$ cat src/rtl/asiclab_pkg.sv
// Shared constants and FSM encoding for the nibble-sum readout path.
package asiclab_pkg;

    localparam int DEF_DATA_W = 4;
    localparam int DEF_ACC_W  = 6;
    localparam int COUNT_W    = 4;

    typedef enum logic [1:0] {
        IDLE  = 2'd0,
        ACCUM = 2'd1,
        HOLD  = 2'd2
    } state_t;

endpackage

$ cat src/rtl/nibble_sum_accumulator_sat_add.sv
// Combinational unsigned saturating adder; carry flags that the true sum did not fit in W bits.
module sat_add #(
    parameter int W   = 6,
    parameter int B_W = 4
) (
    input  logic [W-1:0]   a,
    input  logic [B_W-1:0] b,
    output logic [W-1:0]   sum,
    output logic           carry
);

    logic [W:0] full;

    assign full  = {1'b0, a} + {{(W + 1 - B_W){1'b0}}, b};
    assign carry = full[W];
    assign sum   = carry ? {W{1'b1}} : full[W-1:0];

endmodule

$ cat src/rtl/nibble_sum_accumulator.sv
// Windowed saturating accumulator for 4-bit nibble sums with valid/ready on both sides.
module nibble_sum_accumulator
    import asiclab_pkg::*;
#(
    parameter int DATA_W      = DEF_DATA_W,
    parameter int ACC_W       = DEF_ACC_W,
    parameter int NUM_SAMPLES = 4
) (
    input  logic               clk,
    input  logic               reset,
    input  logic               clear,
    input  logic               in_valid,
    input  logic [DATA_W-1:0]  in_data,
    output logic               in_ready,
    output logic               out_valid,
    input  logic               out_ready,
    output logic [ACC_W-1:0]   out_sum,
    output logic [COUNT_W-1:0] out_count,
    output logic               out_ovf
);

    state_t             state, state_next;
    logic               armed;
    logic [ACC_W-1:0]   acc, acc_next, sum_sat;
    logic [COUNT_W-1:0] count, count_next;
    logic               ovf, ovf_next, carry;
    logic               accept, take;

    assign accept = in_valid & in_ready;
    assign take   = out_valid & out_ready;

    sat_add #(.W(ACC_W), .B_W(DATA_W)) u_sat_add (
        .a     (acc),
        .b     (in_data),
        .sum   (sum_sat),
        .carry (carry)
    );

    // NOTE: every signal gets a default first so no path through the case leaves a latch.
    always_comb begin
        state_next = state;
        acc_next   = acc;
        count_next = count;
        ovf_next   = ovf;
        if (clear) begin
            state_next = ACCUM;
            acc_next   = '0;
            count_next = '0;
            ovf_next   = 1'b0;
        end else begin
            case (state)
                // armed holds IDLE for one full cycle after reset release
                IDLE: if (armed) state_next = ACCUM;
                ACCUM: if (accept) begin
                    acc_next   = sum_sat;
                    count_next = count + COUNT_W'(1);
                    ovf_next   = ovf | carry;
                    if (count_next == COUNT_W'(NUM_SAMPLES)) state_next = HOLD;
                end
                HOLD: if (take) begin
                    state_next = ACCUM;
                    acc_next   = '0;
                    count_next = '0;
                    ovf_next   = 1'b0;
                end
                default: state_next = IDLE;
            endcase
        end
    end

    // NOTE: state is updated with non-blocking assignments so all flops sample pre-edge values.
    always_ff @(posedge clk or posedge reset) begin
        if (reset) begin
            state     <= IDLE;
            armed     <= 1'b0;
            acc       <= '0;
            count     <= '0;
            ovf       <= 1'b0;
            in_ready  <= 1'b0;
            out_valid <= 1'b0;
        end else begin
            state     <= state_next;
            armed     <= 1'b1;
            acc       <= acc_next;
            count     <= count_next;
            ovf       <= ovf_next;
            in_ready  <= (state_next == ACCUM);
            out_valid <= (state_next == HOLD);
        end
    end

    assign out_sum   = acc;
    assign out_count = count;
    assign out_ovf   = ovf;

endmodule
$ cat config.mk
export PLATFORM = sky130hd
export DESIGN_NAME = nibble_sum_accumulator
export DESIGN_NICKNAME = d
export VERILOG_FILES = /design/src/rtl/asiclab_pkg.sv /design/src/rtl/nibble_sum_accumulator_sat_add.sv /design/src/rtl/nibble_sum_accumulator.sv
export SDC_FILE = /design/constraint.sdc
export NUM_CORES = 1
export LEC_CHECK = 0
export CORE_ASPECT_RATIO = 0.75
export CORE_MARGIN = 2
export CORE_UTILIZATION = 50
export CTS_CLUSTER_DIAMETER = 40
export DETAILED_ROUTE_END_ITERATION = 8
export PLACE_DENSITY = 0.78
export SKIP_CTS_REPAIR_TIMING = 1
export SYNTH_ARGS = -nofsm -noshare
export SYNTH_HDL_FRONTEND = slang
export SYNTH_HIERARCHICAL = 1
export SYNTH_SLANG_ARGS = --single-unit
$ cat constraint.sdc
create_clock -name clk -period 2.1 [get_ports clk]
set_input_delay 0.42 -clock clk [delete_from_list [all_inputs] [get_ports clk]]
set_output_delay 0.42 -clock clk [all_outputs]
set_load 0.03 [all_outputs]
==> key figures <==
Critical path
  • CP Depth: 1
  • Worst Path Max Fanout: 8
  • Req. time, crit path: 1.68 ns
  • Endpoint type of the worst setup path: primary output
  • Largest delay share family, worst path: buffers and inverters
  • Crit. Startpoint: out_count[0]
  • Reg2Reg Depth: 8
  • Setup CP Type: reg2out
  • Worst Path Buf+Inv: 1
  • R2r startpoint: out_sum[0]
  • WP data arrival: 1.52 ns
  • CP peak stage delay: 0.72 ns
  • CP Cell Sequence: clkdlybuf4s50_1
  • Slowest CP cell: clkdlybuf4s50_1
  • Type of origin of the critical path: flip-flop

Global routing
  • First-pass GRT wire length: 4.38 mm
  • Initial antenna violation count: 0
  • Gr usage total: 22.8%
  • Total gr overflow: 0
  • Vias in the first global route: 935
  • Maximum number of pins on one net before global-route repair: 17

Timing
  • Worst Tran Pin Value: 0.611 ns
  • Setup ws final: 0.162 ns
  • RSZ-0062 raised after global routing: false
  • Pins Over Slew Limit: 0
  • Slew HR: 59.2%
  • Worst clock skew: 0.00591 ns
  • Setup-failing EPs final: 0
  • Crit path time final: 1.94 ns
  • F_max: 516 MHz
  • Period utilization: 92.3%
  • Endpoints failing hold: 0

Floorplanning
  • Die Wd: 58.1 um
  • Die Area: 2590 um^2
  • Core Area: 2030 um^2
  • Die height: 44.6 um
  • Initial Utilization: 54.0%
  • Site Rows: 14
  • IO Count: 22

Clock tree
  • Reg clk slew, reported paths: 0.10 ns
  • TritonCTS Sinks: 16
  • Clock Latency Late Sink: 0.29 ns
  • TritonCTS Buffers: 3
  • CTS tree: yes
  • Clk root buf: clkbuf_4
  • Htree depth: 1
  • Max Root-Sink Buffers: 2

Yosys
  • Area share of and/or/nand/nor cells after synthesis: 26.8%
  • Top-area cell type share of the netlist area: 36.5%
  • Synthesized netlist net count: 131
  • Post-Synthesis Cells: 115
  • Post-synthesis mux area share: 0.912%
  • Yosys warnings: 6
  • Syn_area_per_cell: 9.54 um^2
  • Synth Register Bits: 16
  • Synth area leaders: dfrtp_1 36%, ha_1 6.8%, nand3_1 4.6%, nand4_1 4.6%, a21oi_1 3.2%
  • Largest area contributor in the netlist: dfrtp_1
  • Mapped cell area: 1100 um^2
  • Compound-cell area share of the yosys netlist: 20.2%
  • Register area share after synthesis: 36.5%
  • Post-Synth Adder-Cell Area: 8.67%
  • Synth Area in XOR/XNOR: 0.798%
  • Yosys cell types: 46
  • Main combinational cell family by area after synthesis: simple AND/OR/NAND/NOR gates

Detailed routing
  • Routed Antenna Nets: 0
  • Routed wire length: 2.55 mm
  • Vias: 987
  • DR WL/cell: 15.3 um
  • DRC: 0
  • Via-per-instance ratio: 5.95
  • Initial DRC count: 22
  • DR pass1 iterations: 4

Finish
  • Fillers: 164
  • ANT cells: 0
  • Register area: 400 um^2
  • Layout cells sized above 1: 22.5%
  • Area of the multi-input gates: 659 um^2
  • Nets: 159
  • Most common cell after layout, fill and taps aside: clkdlybuf4s50_1
  • Synth-to-layout area growth: 29.9%
  • Fin util: 70.1%
  • Leading cell types in the layout, fill and taps excluded: 20 x clkdlybuf4s50_1, 16 x dfrtp_1, 10 x nand3_1

Place
  • Post-DP HPWL: 1.89 mm
  • Setup Slack @ Placement: -0.299 ns
  • Gpl congestion: 0.894
  • IO Port Bufs: 21

Min path
  • Worst hold path class: in2async

Pwr
  • Pleak: 0.000651 uW
  • Pwr/cell area: 624 nW/um^2
  • Clock share of power: 23.2%
  • Switching Power: 304 uW
  • Internal power: 586 uW
  • VDD IR-drop max: 0.000559 V
  • Combinational Power Share: 36.6%
  • Sequential Power Share: 40.1%
  • Sw frac: 34.2%

Outcome
  • Status: finished, final reports clean

Run
  • MaxCap Viol Count: 0
## Yosys cell counts, drive strengths merged
cell type	number
nor2b	2
nor2	4
buf	3
o221ai	2
nand2b	4
o221a	1
and2	1
a211oi	1
conb	1
a31oi	2
a31o	3
inv	9
a21oi	7
fa	1
o21ai	8
o21a	2
a211o	2
ha	6
or4	1
clkbuf	2
nor3	1
mux2i	1
nor4bb	1
xnor2	1
a2111oi	1
and4b	1
nand2	2
and2b	2
and3	4
nand4b	2
o22ai	1
nand3	10
nand4	8
dfrtp	16
nor4b	1
a21o	1
## flip-flops by register name, summed over array words and instances (netlist names)
signal,cells
out_count,4
armed,1
out_ovf,1
out_valid,1
in_ready,1
out_sum,6
state,2
## cell families after synthesis
group                      count (synthesis)
AOI/OAI and AO/OA                         31
xor gates and xnor gates                   1
adders and majority gates                  7
buffers and inverters                     14
DFF                                       16
muxes                                      1
other                                      1
and+or+nand+nor                           44
## layer usage
metal,GRT usage [%],up-vias,share of wire (%)
li1,-,486,-
met1,32.7,481,50
met2,35.2,18,46
met3,6.14,2,3.4
met4,4.19,0,0.55
met5,0,-,0
## per-stage QoR
step	area (um^2)	total power, uW	std cells	hold slack (ns)	setup TNS [ns]
finish	1430	890	166	0.489	0
global route	1430	941	166	0.536	0
CTS	1400	876	166	0.502	-0.00633
detailed placement	1360	671	162	0.545	-1.95
global placement	1360	659	162	0.515	-1.62
floorplan	1100	560	115	0.334	0
## power by group through the flow
stage | logic, uW | clock network, uW | registers, uW
2_1_floorplan | 160 | 0 | 400
3_3_place_gp | 297 | 0 | 362
3_5_place_dp | 307 | 0 | 364
4_1_cts | 308 | 211 | 358
5_1_grt | 358 | 222 | 361
6_report | 326 | 207 | 357
## final timing paths
kind	endpoint	slack (ns)
min reg2reg	out_ovf	0.56
max reg2reg	out_sum[3]	0.18
max	out_count[0]	0.16
min in group clk	out_ovf	0.56
min	state[0]	0.49
max in group asynchronous	in_ready	1.21
## area by class of cell
class                           count  share of cell area [%]
Inverter                            9                    2.37
Tap cell                           24                    2.11
Multi-Input combinational cell     85                    46.3
Timing Repair Buffer               28                    18.6
Clock buffer                        4                    2.55
Sequential cell                    16                    28.1
(Power assumes the default switching activity.)
